[src/rtl/pulse_stretcher.sv]
`default_nettype none
// ============================================================================
// Module   : pulse_stretcher
// Purpose  : Turns single-cycle strobes into a registered level pulse of
//            programmable length. Supports optional retrigger, a post-pulse
//            holdoff window and a one-cycle completion strobe.
// Ports    : clk      - system clock, rising edge
//            rst      - asynchronous active-high reset
//            strobe   - trigger sample (each high cycle is one sample)
//            len      - pulse length in cycles, taken on the accepted edge
//            signal   - stretched pulse (registered)
//            busy     - high whenever the block is not idle (registered)
//            done     - one-cycle pulse in the first cycle after signal falls
//            drop_clr - (optional) clears drop_cnt on the next edge
//            drop_cnt - (optional) saturating count of ignored strobes
// Options  : define PULSE_STRETCHER_DROP_CNT_EN to add drop_clr/drop_cnt
// Revision : 1.0 - initial release
// ============================================================================
module pulse_stretcher #(
  parameter int WIDTH     = 8,
  parameter int GAP       = 2,
  parameter int RETRIGGER = 0
) (
  input  logic             clk,
  input  logic             rst,
  input  logic             strobe,
  input  logic [WIDTH-1:0] len,
  output logic             signal,
  output logic             busy,
  output logic             done
`ifdef PULSE_STRETCHER_DROP_CNT_EN
  ,
  input  logic             drop_clr,
  output logic [15:0]      drop_cnt
`endif
);

  typedef enum logic [1:0] {
    S_IDLE    = 2'd0,
    S_ACTIVE  = 2'd1,
    S_HOLDOFF = 2'd2
  } state_t;

  localparam logic [WIDTH-1:0] C_GAP     = WIDTH'(GAP);
  localparam logic             C_HAS_GAP = (GAP != 0);
  localparam logic             C_RETRIG  = (RETRIGGER != 0);

  state_t           r_state;
  state_t           w_state_nx;
  logic [WIDTH-1:0] r_cnt;
  logic [WIDTH-1:0] w_cnt_nx;
  logic             r_signal;
  logic             w_signal_nx;
  logic             r_busy;
  logic             w_busy_nx;
  logic             r_done;
  logic             w_done_nx;
  logic             w_trig;

  // A trigger is only meaningful with a non-zero length.
  assign w_trig = strobe & (len != '0);

  always_ff @(posedge clk or posedge rst) begin
    if (rst) begin
      r_state  <= S_IDLE;
      r_cnt    <= '0;
      r_signal <= 1'b0;
      r_busy   <= 1'b0;
      r_done   <= 1'b0;
    end else begin
      r_state  <= w_state_nx;
      r_cnt    <= w_cnt_nx;
      r_signal <= w_signal_nx;
      r_busy   <= w_busy_nx;
      r_done   <= w_done_nx;
    end
  end

  always_comb begin
    w_state_nx  = r_state;
    w_cnt_nx    = r_cnt;
    w_signal_nx = r_signal;
    w_done_nx   = 1'b0;
    case (r_state)
      S_IDLE: begin
        if (w_trig) begin
          w_state_nx  = S_ACTIVE;
          w_cnt_nx    = len;
          w_signal_nx = 1'b1;
        end
      end
      S_ACTIVE: begin
        if (C_RETRIG && w_trig) begin
          // Reload keeps signal high; this also covers the last active cycle.
          w_cnt_nx = len;
        end else if (r_cnt == WIDTH'(1)) begin
          w_signal_nx = 1'b0;
          w_done_nx   = 1'b1;
          if (C_HAS_GAP) begin
            w_state_nx = S_HOLDOFF;
            w_cnt_nx   = C_GAP;
          end else begin
            w_state_nx = S_IDLE;
            w_cnt_nx   = '0;
          end
        end else begin
          w_cnt_nx = r_cnt - WIDTH'(1);
        end
      end
      S_HOLDOFF: begin
        // <= 1 guards against a GAP that truncated to zero in WIDTH bits.
        if (r_cnt <= WIDTH'(1)) begin
          w_state_nx = S_IDLE;
          w_cnt_nx   = '0;
        end else begin
          w_cnt_nx = r_cnt - WIDTH'(1);
        end
      end
      default: begin
        w_state_nx  = S_IDLE;
        w_cnt_nx    = '0;
        w_signal_nx = 1'b0;
      end
    endcase
    w_busy_nx = (w_state_nx != S_IDLE);
  end

  assign signal = r_signal;
  assign busy   = r_busy;
  assign done   = r_done;

`ifdef PULSE_STRETCHER_DROP_CNT_EN
  logic        w_drop;
  logic [15:0] r_drop_cnt;

  // Strobes swallowed by a running pulse (no retrigger) or by holdoff.
  assign w_drop = strobe & (((r_state == S_ACTIVE) && !C_RETRIG) ||
                            (r_state == S_HOLDOFF));

  always_ff @(posedge clk or posedge rst) begin
    if (rst) begin
      r_drop_cnt <= 16'h0000;
    end else if (drop_clr) begin
      r_drop_cnt <= 16'h0000;
    end else if (w_drop && (r_drop_cnt != 16'hFFFF)) begin
      r_drop_cnt <= r_drop_cnt + 16'h0001;
    end
  end

  assign drop_cnt = r_drop_cnt;
`endif

endmodule
`default_nettype wire

[config.mk]
export PLATFORM = sky130hd
export DESIGN_NAME = pulse_stretcher
export DESIGN_NICKNAME = d
export VERILOG_FILES = /design/src/rtl/pulse_stretcher.sv
export SDC_FILE = /design/constraint.sdc
export NUM_CORES = 1
export LEC_CHECK = 0
export BUFFER_PORTS_ARGS = -buffer_cell sky130_fd_sc_hd__buf_2
export CORE_UTILIZATION = 55
export CTS_BUF_LIST = sky130_fd_sc_hd__clkbuf_8
export DETAILED_ROUTE_END_ITERATION = 8
export PLACE_DENSITY_LB_ADDON = 0.3
export SYNTH_ARGS = -nofsm -noshare
export SYNTH_HDL_FRONTEND = slang
export SYNTH_SLANG_ARGS = --single-unit
export TNS_END_PERCENT = 30
[constraint.sdc]
create_clock -name clk -period 5.79 [get_ports clk]
set_input_delay 0.8685 -clock clk [delete_from_list [all_inputs] [get_ports clk]]
set_output_delay 0.8685 -clock clk [all_outputs]
set_load 0.005 [all_outputs]
After elaboration in Yosys (flattened, before gate mapping)
Cells that the tools add are included.
Operators by class
  add/sub/neg operators: 1
  $lt $le $gt $ge: 1
  equality and inequality tests: 5
  mux-type cells: 13
  bitwise gates (word level): 2
  reductions and logical operators: 4
Operators with widths (count)
  $mux 8: 3
  $pmux 8 s3: 1
  $eq 8x1->1 const B: 1
  $le 8x1->1 const B: 1
  $reduce_bool 8->1: 1
  $sub 8x1->8 const B: 1
  $mux 2: 3
  $pmux 2 s3: 1
  $mux 1: 4
  $ne 2x2->1 const B: 2
  $pmux 1 s3: 1
  $reduce_and 3->1: 1
  $eq 2x1->1 const B: 1
  $eq 2x2->1 const B: 1
  $logic_not 2->1: 1
  $reduce_bool 2->1: 1
  $and 1x1->1: 1
  $not 1->1: 1
Storage, ports and cells
  register bits: 13
  input bits: 11
  output and inout port bits: 3
  logic and storage cells: 31

Longest topological paths before layout
  word-level depth: 5
  depth in mapped cells: 6
  depth with buffers taken out: 6

Least setup slack after synthesis
Ideal clock, no wire load.
  path kind: input-to-reg
  start: input port len[1]
  end: register r_cnt[5]
  setup time: 0.126 ns
  arrival: 2.078 ns
  data required time: 5.664 ns
  path slack: 3.586 ns
  stages on the path: 5
  path buffers: 1
  cells stage by stage: or4_1 o21ai_1 buf_2 a2111oi_0 a221o_1
On the way
  cells in the longest elaborated chain, start to end: 3
RTL lines
  from (decl): RTL line 27  | input logic [WIDTH-1:0] len,
  $reduce_bool 8->1: RTL line 61  | assign w_trig = strobe & (len != '0);
  $and 1x1->1: RTL line 61
  $ne 2x2->1 (no source line)
  to (signal assigned): RTL line 72  | r_cnt <= w_cnt_nx;
  to (decl): RTL line 50  | logic [WIDTH-1:0] r_cnt;
Every way passes these cells.
A chain may end at the register's enable or synchronous reset.

Final worst setup path
  start: input port len[2]
  end: register r_cnt[5]
Same word-level chain as after synthesis.

==> impl_metrics.py <==
metrics = {
    "run_status": {
        "outcome": "finished clean",
    },
    "synth": {
        "synth_area_per_cell_um2": 8.736,
        "yosys.area_share.xor_xnor": 0.009115,
        "synth_cell_type_count": 45,
        "synth_compound_area_frac": 0.3073,
        "synth_ff_type": "dfrtp_1",
        "async_flop_share": 1.000,
        "synth_seq_area_share": 0.3385,
        "synthesis.nets": 123,
        "synth_edf_count": 0,
        "syn_area_um2": 960.9,
        "synth_simple_gate_area_share": 0.2448,
        "synth_mux_area_frac": 0.02083,
        "synthesis.instances": 110,
        "synth_top_family_by_area": "compound AO/OA/AOI/OAI gates",
        "yosysWarnings": 0,
        "synth_adder_area_share": 0.02604,
        "ys_ff_latch": 13,
    },
    "sta": {
        "fin_crit_ns": 2.562,
        "timing.fmax_ghz": 0.3903,
        "tightestPinTransition_ns": 0.8430,
        "rsz0062_at_grt": "no",
        "drv_slew": 0,
        "relSlewSlack": 0.4360,
        "period_share": 0.4425,
        "skew_ns": 0.007991,
        "final-hold-violation-count": 0,
        "setup_viol": 0,
        "fin_setup_tns_ns": 0,
    },
    "floorplan": {
        "die_area_um2": 1918,
        "fp-row-count": 14,
        "pin_count": 14,
        "die_w_um": 43.80,
        "die_h_um": 43.80,
        "fp.coreArea_um2": 1577,
        "start_util": 0.6095,
    },
    "drt": {
        "routed_wl_mm": 2.640,
        "wl_per_cell_um": 19.27,
        "vias_per_cell": 7.226,
        "drt_iter0_markers": 60,
        "first_pass_iters": 4,
        "num_vias": 990,
        "drc": 0,
        "ant_nets": 0,
    },
    "grt": {
        "grt_pass1_vias": 970,
        "grt_max_degree": 18,
        "grt_usage": 0.3240,
        "grt_pass1_wl_mm": 4.464,
        "antenna_found_initial": 0,
        "grt-ovfl-total": 0,
    },
    "place": {
        "gp_congestion": 0.8603,
        "dp_hpwl_mm": 1.788,
        "numPortBuffers": 13,
        "dp.cells": 133,
    },
    "cts": {
        "insertion_delay_ns": 0.25,
        "cts_root_buf": "clkbuf_8",
        "cts.sinks": 13,
        "ctsResizeCount": 0,
        "path_clk_slew_ns": 0.06,
        "htreeDepth": 1,
        "post-cts-setup-buffers": 0,
        "hold_buffers": 0,
        "ctsLongestPathBuffers": 2,
        "tritoncts": "done",
        "cts_made_buffers": 3,
    },
    "cells_and_area": {
        "area_growth_pct": 10.94,
        "stdcell_count": 137,
        "nets": 135,
        "diodes": 0,
        "multi_input_area_um2": 584.3,
        "drive_gt1_frac": 0.1736,
        "num-fill-cells": 140,
        "regArea_um2": 325.3,
    },
    "setup_path": {
        "endpoint_kind": "flip-flop",
        "crit_path_start_kind": "input port",
        "crit_type": "in2reg",
        "required_ns": 5.93,
        "cp_max_fo": 11,
        "cp.arrival_ns": 2.70,
    },
    "power_and_ir_drop": {
        "p_leak_uw": 0.0004452,
        "power.density_nw_per_um2": 573.2,
        "ir_drop_mv": 0.3099,
    },
    "run": {
        "max-cap-violations": 0,
    },
    "worst_hold_path": {
        "hp-class": "reg2reg",
    },
}
## final cells by class
class / count / area share
Multi-Input combinational cell: 84 / 0.5481
Sequential cell: 13 / 0.3052
Timing Repair Buffer: 13 / 0.06103
Clock buffer: 3 / 0.03873
Inverter: 7 / 0.02465
Tap cell: 16 / 0.01878
Clock inverter: 1 / 0.003521
## per-layer routing
layer,share of wire,global-route usage,vias up
met1,0.42,0.4550,467
met2,0.47,0.4836,67
met3,0.089,0.05000,9
met5,0,0,-
met4,0.024,0.1625,0
li1,-,-,447
## flip-flops by register name, summed over array words and instances (netlist names)
register	count
signal	1
r_state	2
r_cnt	8
busy	1
done	1
## per-stage QoR
| step | setup WS, ns | hold WS, ns | power (uW) | area (um^2) | utilization |
|---|---|---|---|---|---|
| 6_report | 3.228 | 0.5898 | 611.1 | 1066 | 0.6762 |
| 3_3_place_gp | 3.110 | 0.5548 | 505.6 | 1021 | 0.6476 |
| 3_5_place_dp | 3.009 | 0.5788 | 514.7 | 1021 | 0.6476 |
| 5_1_grt | 3.116 | 0.6143 | 654.4 | 1066 | 0.6762 |
| 4_1_cts | 3.283 | 0.5910 | 601.6 | 1066 | 0.6762 |
| 2_1_floorplan | 3.586 | 0.5279 | 438.0 | 960.9 | - |
## cell usage after synthesis, types with 3 or more instances
master	instances	area [um^2]
nand3_1	6	30.03
or2_2	3	18.77
nor2_1	11	41.29
nand2_1	4	15.01
a21oi_1	7	35.03
dfrtp_1	13	325.3
or4_1	3	22.52
clkbuf_1	3	11.26
nand2b_1	3	18.77
inv_1	7	26.28
## cell families after synthesis
kind of cell             after synthesis
AND/OR/NAND/NOR                       43
AO/OA/AOI/OAI                         36
buffers and inverters                 13
flip-flops                            13
multiplexers                           2
adder cells (fa/ha/maj)                2
XOR/XNOR                               1
## cells in the final DEF, fill, tap and decap left out, types with 2 or more instances in the layout
master | Yosys | layout
dfrtp_1 | 13 | 13
buf_2 | 2 | 13
nor2_1 | 11 | 11
inv_1 | 7 | 8
a21oi_1 | 7 | 7
nand3_1 | 6 | 6
nand2_1 | 4 | 4
or2_2 | 3 | 3
or4_1 | 3 | 3
nand2b_1 | 3 | 3
clkbuf_8 | 0 | 3
nor3_1 | 2 | 2
o2111ai_1 | 2 | 2
o21ai_1 | 2 | 2
and2_1 | 2 | 2
o311ai_1 | 2 | 2
o21a_1 | 2 | 2
nor4_1 | 2 | 2
and3_1 | 2 | 2
a32oi_1 | 2 | 2
a221o_1 | 2 | 2
o31ai_1 | 2 | 2
mux2i_1 | 2 | 2
a32o_1 | 2 | 2
ha_1 | 2 | 2
## critical path, cell delays in order
cell and delay, ns:
buf_2 0.11, or4_1 0.52, o21ai_1 0.65, a2111oi_0 0.24, a221o_1 0.31
## path summary, 6_finish.rpt
check | cells past startpoint | end | slack (ns) | from
worst min-delay path | 1 | r_cnt[5] | 0.59 | r_cnt[5]
worst max-delay path | 5 | r_cnt[5] | 3.23 | len[2]
worst min register to register | 1 | r_cnt[5] | 0.59 | r_cnt[5]
worst max register to register | 6 | r_cnt[2] | 3.59 | r_cnt[1]
min in group asynchronous | 2 | r_cnt[3] | 0.64 | rst
max in group asynchronous | 2 | r_cnt[2] | 4.79 | rst
## power breakdown
| part | leakage, uW | total (uW) | internal, uW | switching (uW) |
|---|---|---|---|---|
| Clock | 0.0000269 | 84.4 | 47.0 | 37.3 |
| Combinational | 0.000262 | 330 | 143 | 187 |
| Sequential | 0.000156 | 197 | 132 | 64.6 |
| Total | 0.000445 | 611 | 322 | 289 |
Power figures use the tool's default switching activity.
